File: config.mk
export PLATFORM = sky130hd
export DESIGN_NAME = pipe_exe_emreg
export DESIGN_NICKNAME = d
export VERILOG_FILES = /design/src/rtl/pipe_exe_emreg.sv
export SDC_FILE = /design/constraint.sdc
export NUM_CORES = 1
export LEC_CHECK = 0
export CORE_UTILIZATION = 48
export DETAILED_ROUTE_END_ITERATION = 8
export PLACE_DENSITY = 0.87
export RECOVER_POWER = 50
export SYNTH_ARGS = -nofsm -noshare
export SYNTH_HDL_FRONTEND = slang
export SYNTH_SLANG_ARGS = --single-unit
File: constraint.sdc
create_clock -name clock -period 4.8 [get_ports clock]
set_input_delay 0.72 -clock clock [delete_from_list [all_inputs] [get_ports clock]]
set_output_delay 0.72 -clock clock [all_outputs]
set_load 0.05 [all_outputs]
File: src/rtl/pipe_exe_emreg.sv
// Execute stage (operand select, ALU, jal link) feeding the EX/MEM pipeline register.
// Define PIPE_EXE_MUL_EN to add an iterative shift-add multiplier for ealuc=1011.
module pipe_exe_emreg #(
    parameter int WIDTH = 32
) (
    input  logic             clock,
    input  logic             resetn,
    input  logic             ebubble,
    input  logic             ewreg,
    input  logic             em2reg,
    input  logic             ewmem,
    input  logic [3:0]       ealuc,
    input  logic             ealuimm,
    input  logic             eshift,
    input  logic             ejal,
    input  logic [WIDTH-1:0] ea,
    input  logic [WIDTH-1:0] eb,
    input  logic [WIDTH-1:0] eimm,
    input  logic [WIDTH-1:0] esa,
    input  logic [WIDTH-1:0] epc4,
    input  logic [4:0]       ern0,
    output logic [4:0]       ern,
    output logic             ex_stall,
    output logic             mwreg,
    output logic             mm2reg,
    output logic             mwmem,
    output logic [WIDTH-1:0] malu,
    output logic [WIDTH-1:0] mb,
    output logic [4:0]       mrn
);

    localparam logic [3:0] ALUC_MUL = 4'b1011;

    logic [WIDTH-1:0] op_a_s;
    logic [WIDTH-1:0] op_b_s;
    logic [WIDTH-1:0] alu_s;
    logic [WIDTH-1:0] result_s;
    logic [WIDTH-1:0] mul_result_s;
    logic             ex_stall_s;

    assign op_a_s   = eshift ? esa : ea;
    assign op_b_s   = ealuimm ? eimm : eb;
    assign result_s = ejal ? (epc4 + 32'd4) : alu_s;
    assign ern      = ejal ? 5'd31 : ern0;
    assign ex_stall = ex_stall_s;

`ifdef PIPE_EXE_MUL_EN
    typedef enum logic [1:0] {
        MUL_IDLE = 2'd0,
        MUL_BUSY = 2'd1,
        MUL_DONE = 2'd2
    } mul_state_e;

    mul_state_e       mul_state_r;
    mul_state_e       mul_state_s;
    logic             mul_start_s;
    logic [4:0]       count_r;
    logic [WIDTH-1:0] mcand_r;
    logic [WIDTH-1:0] mplier_r;
    logic [WIDTH-1:0] prod_r;

    // Multiplier next-state, start pulse and stall request.
    always_comb begin
        mul_state_s = mul_state_r;
        mul_start_s = 1'b0;
        case (mul_state_r)
            MUL_IDLE: begin
                if ((ealuc == ALUC_MUL) && !ebubble) begin
                    mul_start_s = 1'b1;
                    mul_state_s = MUL_BUSY;
                end else begin
                    mul_state_s = MUL_IDLE;
                end
            end
            MUL_BUSY: begin
                if (count_r == 5'd31) begin
                    mul_state_s = MUL_DONE;
                end else begin
                    mul_state_s = MUL_BUSY;
                end
            end
            MUL_DONE: mul_state_s = MUL_IDLE;
            default:  mul_state_s = MUL_IDLE;
        endcase
        // Stall is masked during reset so the hazard unit never sees a stale request.
        ex_stall_s   = resetn & ~ebubble & (mul_start_s | (mul_state_r == MUL_BUSY));
        mul_result_s = (mul_state_r == MUL_DONE) ? prod_r : 32'd0;
    end

    // Multiplier state and shift-add datapath, one multiplier bit per cycle.
    always_ff @(posedge clock) begin
        if (!resetn) begin
            mul_state_r <= MUL_IDLE;
            count_r     <= 5'd0;
            mcand_r     <= 32'd0;
            mplier_r    <= 32'd0;
            prod_r      <= 32'd0;
        end else begin
            mul_state_r <= mul_state_s;
            if (mul_start_s) begin
                mcand_r  <= op_a_s;
                mplier_r <= op_b_s;
                prod_r   <= 32'd0;
                count_r  <= 5'd0;
            end else if (mul_state_r == MUL_BUSY) begin
                if (mplier_r[0]) begin
                    prod_r <= prod_r + mcand_r;
                end else begin
                    prod_r <= prod_r;
                end
                mcand_r  <= {mcand_r[WIDTH-2:0], 1'b0};
                mplier_r <= {1'b0, mplier_r[WIDTH-1:1]};
                count_r  <= count_r + 5'd1;
            end else begin
                count_r <= count_r;
            end
        end
    end
`else
    // No multiplier: MUL decodes to zero and the stage never stalls.
    always_comb begin
        ex_stall_s   = 1'b0;
        mul_result_s = 32'd0;
    end
`endif

    // ALU function select; bit 3 only matters for the shift/multiply group.
    always_comb begin
        alu_s = 32'd0;
        casez (ealuc)
            4'b?000: alu_s = op_a_s + op_b_s;
            4'b?100: alu_s = op_a_s - op_b_s;
            4'b?001: alu_s = op_a_s & op_b_s;
            4'b?101: alu_s = op_a_s | op_b_s;
            4'b?010: alu_s = op_a_s ^ op_b_s;
            4'b?110: alu_s = {op_b_s[15:0], 16'h0000};
            4'b0011: alu_s = op_b_s << op_a_s[4:0];
            4'b0111: alu_s = op_b_s >> op_a_s[4:0];
            4'b1111: alu_s = $signed(op_b_s) >>> op_a_s[4:0];
            4'b1011: alu_s = mul_result_s;
            default: alu_s = 32'd0;
        endcase
    end

    // EX/MEM register; a stall injects a bubble into M and holds the data fields.
    always_ff @(posedge clock) begin
        if (!resetn) begin
            mwreg  <= 1'b0;
            mm2reg <= 1'b0;
            mwmem  <= 1'b0;
            malu   <= 32'd0;
            mb     <= 32'd0;
            mrn    <= 5'd0;
        end else if (ex_stall_s) begin
            mwreg  <= 1'b0;
            mm2reg <= 1'b0;
            mwmem  <= 1'b0;
        end else begin
            mwreg  <= ewreg  & ~ebubble;
            mm2reg <= em2reg & ~ebubble;
            mwmem  <= ewmem  & ~ebubble;
            malu   <= result_s;
            mb     <= eb;
            mrn    <= ern;
        end
    end

endmodule

# --- Word level (Yosys, flattened, before mapping) ---
# Index checks and enable logic that the tools add are counted.
classes:
  n_addsub: 3
  n_mul: 0
  div: 0
  order_cmp: 0
  eq_ne: 9
  n_shift: 3
  mux: 5
  bitwise: 7
  reduce_logical: 1
ops:
  columns: ["cell", "n"]
  rows:
  - ["32-bit one-hot mux with 10 select lines", 1]
  - ["32-bit 2-to-1 mux", 3]
  - ["32-bit by 3-bit adder with 32-bit output (second input constant)", 1]
  - ["32-bit adder", 1]
  - ["32-bit AND", 1]
  - ["32-bit bitwise OR", 1]
  - ["32-bit by 5-bit << shifter with 32-bit output", 1]
  - ["32-bit by 5-bit >> shifter with 32-bit output", 1]
  - ["32-bit by 5-bit >>> shifter with 32-bit output", 1]
  - ["32-bit subtractor", 1]
  - ["32-bit XOR", 1]
  - ["3-bit == test (second input constant)", 3]
  - ["4-bit == test (second input constant)", 2]
  - ["5-bit 2-to-1 mux", 1]
  - ["4-bit by 2-bit == test with 1-bit output (second input constant)", 1]
  - ["4-bit by 3-bit == test with 1-bit output (second input constant)", 1]
  - ["1-bit AND", 3]
  - ["3-bit by 1-bit == test with 1-bit output (second input constant)", 1]
  - ["3-bit by 2-bit == test with 1-bit output (second input constant)", 1]
  - ["3-bit zero test", 1]
  - ["1-bit NOT", 1]
word_totals:
  ff_bits: 72
  latch_bits: 0
  mem_bits_rw: 0
  rom_bits: 0
  out_inout_bits: 78
  elab_cells: 34
  n_memories: 0

# --- Longest topological paths before layout ---
depth:
  depth_word: 4
  mapped_depth: 20
  depth_no_buf: 16

# --- Worst setup path after synthesis ---
# OpenSTA, ideal clock, no wires.
synth_timing:
  kind: "input-to-reg"
  start: "input port ealuimm"
  end: "register malu[27]"
  arrival_ns: 4.569
  required_time_ns: 4.705
  setup_slack_ns: 0.136
  cell_stages: 20
  path_buffers: 4
  path_cell_list: "buf_6 -> buf_6 -> buf_4 -> mux2i_1 -> ha_1 -> o2111ai_1 -> nor2_1 -> a31oi_1 -> xnor2_1 -> ha_1 -> clkbuf_1 -> nand3_1 -> or4_1 -> a21oi_1 -> or3_1 -> a221oi_2 -> a21oi_1 -> nor3_1 -> nand3b_1 -> a221oi_1"
synth_via:
  elab_chain_cells: 4
  elab_cells_between_ends: 11
  classes_between: "add/sub (2); shift (3); mux (3); bitwise (3)"
synth_rtl:
  columns: ["element", "line_no", "source"]
  rows:
  - ["start, declared", "13", "input logic ealuimm,"]
  - ["32-bit 2-to-1 mux *", "42", "assign op_b_s = ealuimm ? eimm : eb;"]
  - ["32-bit subtractor, or another cell as far along", "132", "4'b?100: alu_s = op_a_s - op_b_s;"]
  - ["32-bit one-hot mux with 10 select lines *", "130", "casez (ealuc)"]
  - ["32-bit 2-to-1 mux *", "43", "assign result_s = ejal ? (epc4 + 32'd4) : alu_s;"]
  - ["end signal, assigned", "162", "malu <= result_s;"]
  - ["end, declared", "27", "output logic [WIDTH-1:0] malu,"]
# Mark *: on every way between the ends. The rest lies on a longest branch, timed or not.
# A chain may end at the register's enable or synchronous reset.

# --- Worst setup path after layout ---
layout_timing:
  start: "input port eimm[6]"
  end: "register malu[30]"
layout_via:
  elab_chain_cells: 4
  elab_cells_between_ends: 8
  classes_between: "add/sub (2); shift (3); mux (3)"
layout_rtl:
  columns: ["element", "line_no", "source"]
  rows:
  - ["start, declared", "18", "input logic [WIDTH-1:0] eimm,"]
  - ["32-bit 2-to-1 mux *", "42", null]
  - ["32-bit subtractor, or another cell as far along", "132", null]
  - ["32-bit one-hot mux with 10 select lines *", "130", null]
  - ["32-bit 2-to-1 mux *", "43", null]
# Marks and branches as above.

==> flow_summary.json <==
{
  "run_status": "finished with violations",
  "violations": "capacitance limit, slew limit",
  "vias": 14525,
  "syn_area_per_cell_um2": 7.359,
  "flow.area_growth_from_synthesis_pct": 34.12,
  "sequential_fraction_of_the_synthesis_area_pct": 12.37,
  "vias_per_cell": 6.531,
  "final.min_clock_period_ns": 4.679,
  "int_pwr_mw": 1.964,
  "grt_first_pass_wirelength_um": 85860,
  "finalMaxSlewViolations": 48,
  "critical_path_peak_fanout": 5,
  "synthXorXnorAreaFrac_pct": 6.241,
  "clk_transition_reported_paths_ns": 0.06,
  "worst_ir_drop_vdd_v": 0.0001583,
  "setup_slack_ns": 0.1207,
  "path_class": "in2reg",
  "boundaryPins": 256,
  "max_cap_viol_count": 1,
  "final_design_area_no_fill_mm2": 0.01562,
  "global_route.usage.total_pct": 47.50,
  "async_reset_ff_share_pct": 0,
  "detailed_place.area_mm2": 0.01528,
  "clockRootBuffer": "sky130_fd_sc_hd__clkbuf_16",
  "antenna_left": 0,
  "kind_of_path_behind_the_tightest_hold_check": "in2reg",
  "antenna_found_initial": 3,
  "syn_area_mm2": 0.01165,
  "dp_worst_setup_slack_ns": -0.1708,
  "holdBufCountCts": 0,
  "fp-row-count": 56,
  "comb_power_share_pct": 62.5,
  "cts_tree": "yes",
  "wirelength_um": 59640,
  "synth_edf_count": 0,
  "dpl.hpwl_um": 46940,
  "route.detailed.wl_per_inst_um": 26.82,
  "fin_nets": 2174,
  "cts_sinks": 72,
  "clk_path_buf_depth": 2,
  "largest_family_of_logic_cells_by_synthesized_area": "compound AO/OA/AOI/OAI gates",
  "fp.dieH_um": 157.8,
  "fin_crit_sh_pct": 97.49,
  "floorplan.initialDensity_pct": 49.33,
  "p_seq_share_pct": 17.9,
  "first_global_vias": 13823,
  "power.clock.fraction_pct": 19.6,
  "synth_adder_area_share_pct": 10.59,
  "synth-simple-area-share_pct": 19.55,
  "leakagePower_nw": 6.746,
  "inst_count_dp": 2205,
  "yosysWarnings": 0,
  "switching_power_mw": 1.731,
  "cell_area_power_density_mw_per_mm2": 236.5,
  "maximum_number_of_pins_on_one_net_before_global_route_repair": 76,
  "fmax_mhz": 213.7,
  "worst_setup_path_start_kind": "primary input",
  "synth_compound_gate_area_share_pct": 25.98,
  "worstSetupEndpointType": "flip-flop",
  "grt-ovfl-total": 0,
  "min-delay-start": "resetn",
  "worst_pin_slew_ns": 2.334,
  "muxShareOfSynthArea_pct": 17.93,
  "synth_cell_types": 81,
  "yosys_register_bits": 72,
  "grt_setup_unrepaired": "false",
  "layout_common_cells": "sky130_fd_sc_hd__clkdlybuf4s50_1 (215), sky130_fd_sc_hd__nand2_1 (162), sky130_fd_sc_hd__buf_4 (157), sky130_fd_sc_hd__nor2_1 (146), sky130_fd_sc_hd__mux2i_1 (127)",
  "drt_iter0_drc": 1868,
  "timing.hold.worst_endpoint": "malu[8]",
  "post_route_cells_drive_above_1_share_pct": 13.66,
  "whs_path_depth": 3,
  "critical_path_required_ns": 5.03,
  "tritoncts.num_buffers": 9,
  "layout.filler_cells": 2098,
  "io_buffers": 254,
  "final_common_cell": "sky130_fd_sc_hd__clkdlybuf4s50_1",
  "drt_pass1_iterations": 6,
  "total_power_mw": 3.695,
  "gp_congestion": 1.053,
  "die_footprint_mm2": 0.02489,
  "final_core_utilization_pct": 66.17,
  "cts.htree.levels": 3,
  "hold_violations_final": 0,
  "final_cells": 2224,
  "syn_inst": 1583,
  "drc": 0,
  "timing.critical_path.arrival_ns": 4.91,
  "die_w_um": 157.8,
  "switching_share_pct": 46.85,
  "maxSlewHeadroom_pct": -55.59,
  "synth_top_flop_cell": "sky130_fd_sc_hd__dfxtp_1",
  "synth.net_count": 1859,
  "setup_viol": 0,
  "floorplan.core_area_mm2": 0.02361
}
## synth_stat cells (32+ instances only)
| cell type | n | share of area (%) |
|---|---|---|
| sky130_fd_sc_hd__nand3_1 | 42 | 1.8 |
| sky130_fd_sc_hd__nand2_1 | 162 | 5.2 |
| sky130_fd_sc_hd__o21ai_0 | 88 | 3.8 |
| sky130_fd_sc_hd__a21oi_1 | 112 | 4.8 |
| sky130_fd_sc_hd__ha_1 | 97 | 10 |
| sky130_fd_sc_hd__a31oi_1 | 32 | 1.7 |
| sky130_fd_sc_hd__nor2_1 | 146 | 4.7 |
| sky130_fd_sc_hd__xnor2_1 | 58 | 4.4 |
| sky130_fd_sc_hd__dfxtp_1 | 72 | 12 |
| sky130_fd_sc_hd__clkbuf_1 | 58 | 1.9 |
| sky130_fd_sc_hd__inv_1 | 68 | 2.2 |
| sky130_fd_sc_hd__a211oi_1 | 34 | 2.2 |
| sky130_fd_sc_hd__and2_1 | 45 | 2.4 |
| sky130_fd_sc_hd__mux2i_1 | 130 | 11 |
## area by class of cell
type                    count  area (µm²)  area share (%)
diodes                      2       5.005         0.03203
clock inverters             5       56.30          0.3604
repair buffers            416        3771           24.14
multi-input cells        1321        9413           60.25
inverters                  78       295.3           1.890
well taps                 319       399.1           2.555
flip-flops and latches     72        1441           9.226
clock buffers              11       242.7           1.554
## worst max-delay path: stages
cell and delay, ns:
sky130_fd_sc_hd__clkdlybuf4s50_1 0.47, sky130_fd_sc_hd__mux2i_2 0.36, sky130_fd_sc_hd__o2111ai_1 0.25, sky130_fd_sc_hd__buf_4 0.21, sky130_fd_sc_hd__o21ai_0 0.20, sky130_fd_sc_hd__xnor2_1 0.25
sky130_fd_sc_hd__ha_1 0.36, sky130_fd_sc_hd__o21ai_0 0.18, sky130_fd_sc_hd__a21oi_1 0.09, sky130_fd_sc_hd__o41ai_1 0.28, sky130_fd_sc_hd__nand3_1 0.19, sky130_fd_sc_hd__a211oi_2 0.33
sky130_fd_sc_hd__o41ai_1 0.13, sky130_fd_sc_hd__buf_4 0.15, sky130_fd_sc_hd__a311oi_1 0.31, sky130_fd_sc_hd__xor2_1 0.30, sky130_fd_sc_hd__a21oi_1 0.11
## metal layers
| metal | global-route usage, % | routed length [µm] | vias to the layer above |
|---|---|---|---|
| li1 | - | - | 6409 |
| met4 | 35.23 | 5067 | 2 |
| met2 | 73.32 | 25660 | 1049 |
| met5 | 0 | 13 | - |
| met3 | 11.03 | 6735 | 286 |
| met1 | 57.45 | 22160 | 6779 |
## worst max path at each step
stage               slack (ns)  cells after the start        to    start
floorplan                 0.14                     20  malu[27]  ealuimm
detailed placement       -0.17                     18  malu[30]  eimm[5]
global route              0.01                     18  malu[29]    eb[0]
global placement         -0.09                     18  malu[30]    eb[5]
CTS                       0.16                     18  malu[30]  eimm[2]
finish                    0.12                     17  malu[30]  eimm[6]
## registers in the layout (all words and copies together), names as in the netlist
register and flops:
malu 32, mb 32, mm2reg 1, mrn 5, mwmem 1, mwreg 1
## what timing repair did
action | 4_1_cts | 5_1_grt
endpoints found under the setup margin | 0 | 9
setup buffers | 0 | 0
resized for setup | 0 | 8
## power by group through the flow
stage / logic (mW) / clock network (mW) / registers [mW]
floorplan: 1.14 / 0 / 0.832
global placement: 2.19 / 0 / 0.672
detailed placement: 2.21 / 0 / 0.673
CTS: 2.22 / 0.726 / 0.660
global route: 2.41 / 0.744 / 0.664
finish: 2.31 / 0.725 / 0.662
## metrics by stage
step           TNS [ns]  hold slack, ns
2_1_floorplan         0          0.8166
3_3_place_gp    -0.1216           1.072
3_5_place_dp    -0.5252           1.078
4_1_cts               0          0.7217
5_1_grt               0          0.8855
6_report              0          0.8226
## cells by family after synthesis
kind of cell | Yosys count
and+or+nand+nor | 491
DFF | 72
buffers and inverters | 190
AOI/OAI and AO/OA | 465
other | 1
adders and majority gates | 98
xor gates and xnor gates | 83
muxes | 183
Note: power is estimated with default switching activity, not from simulation.
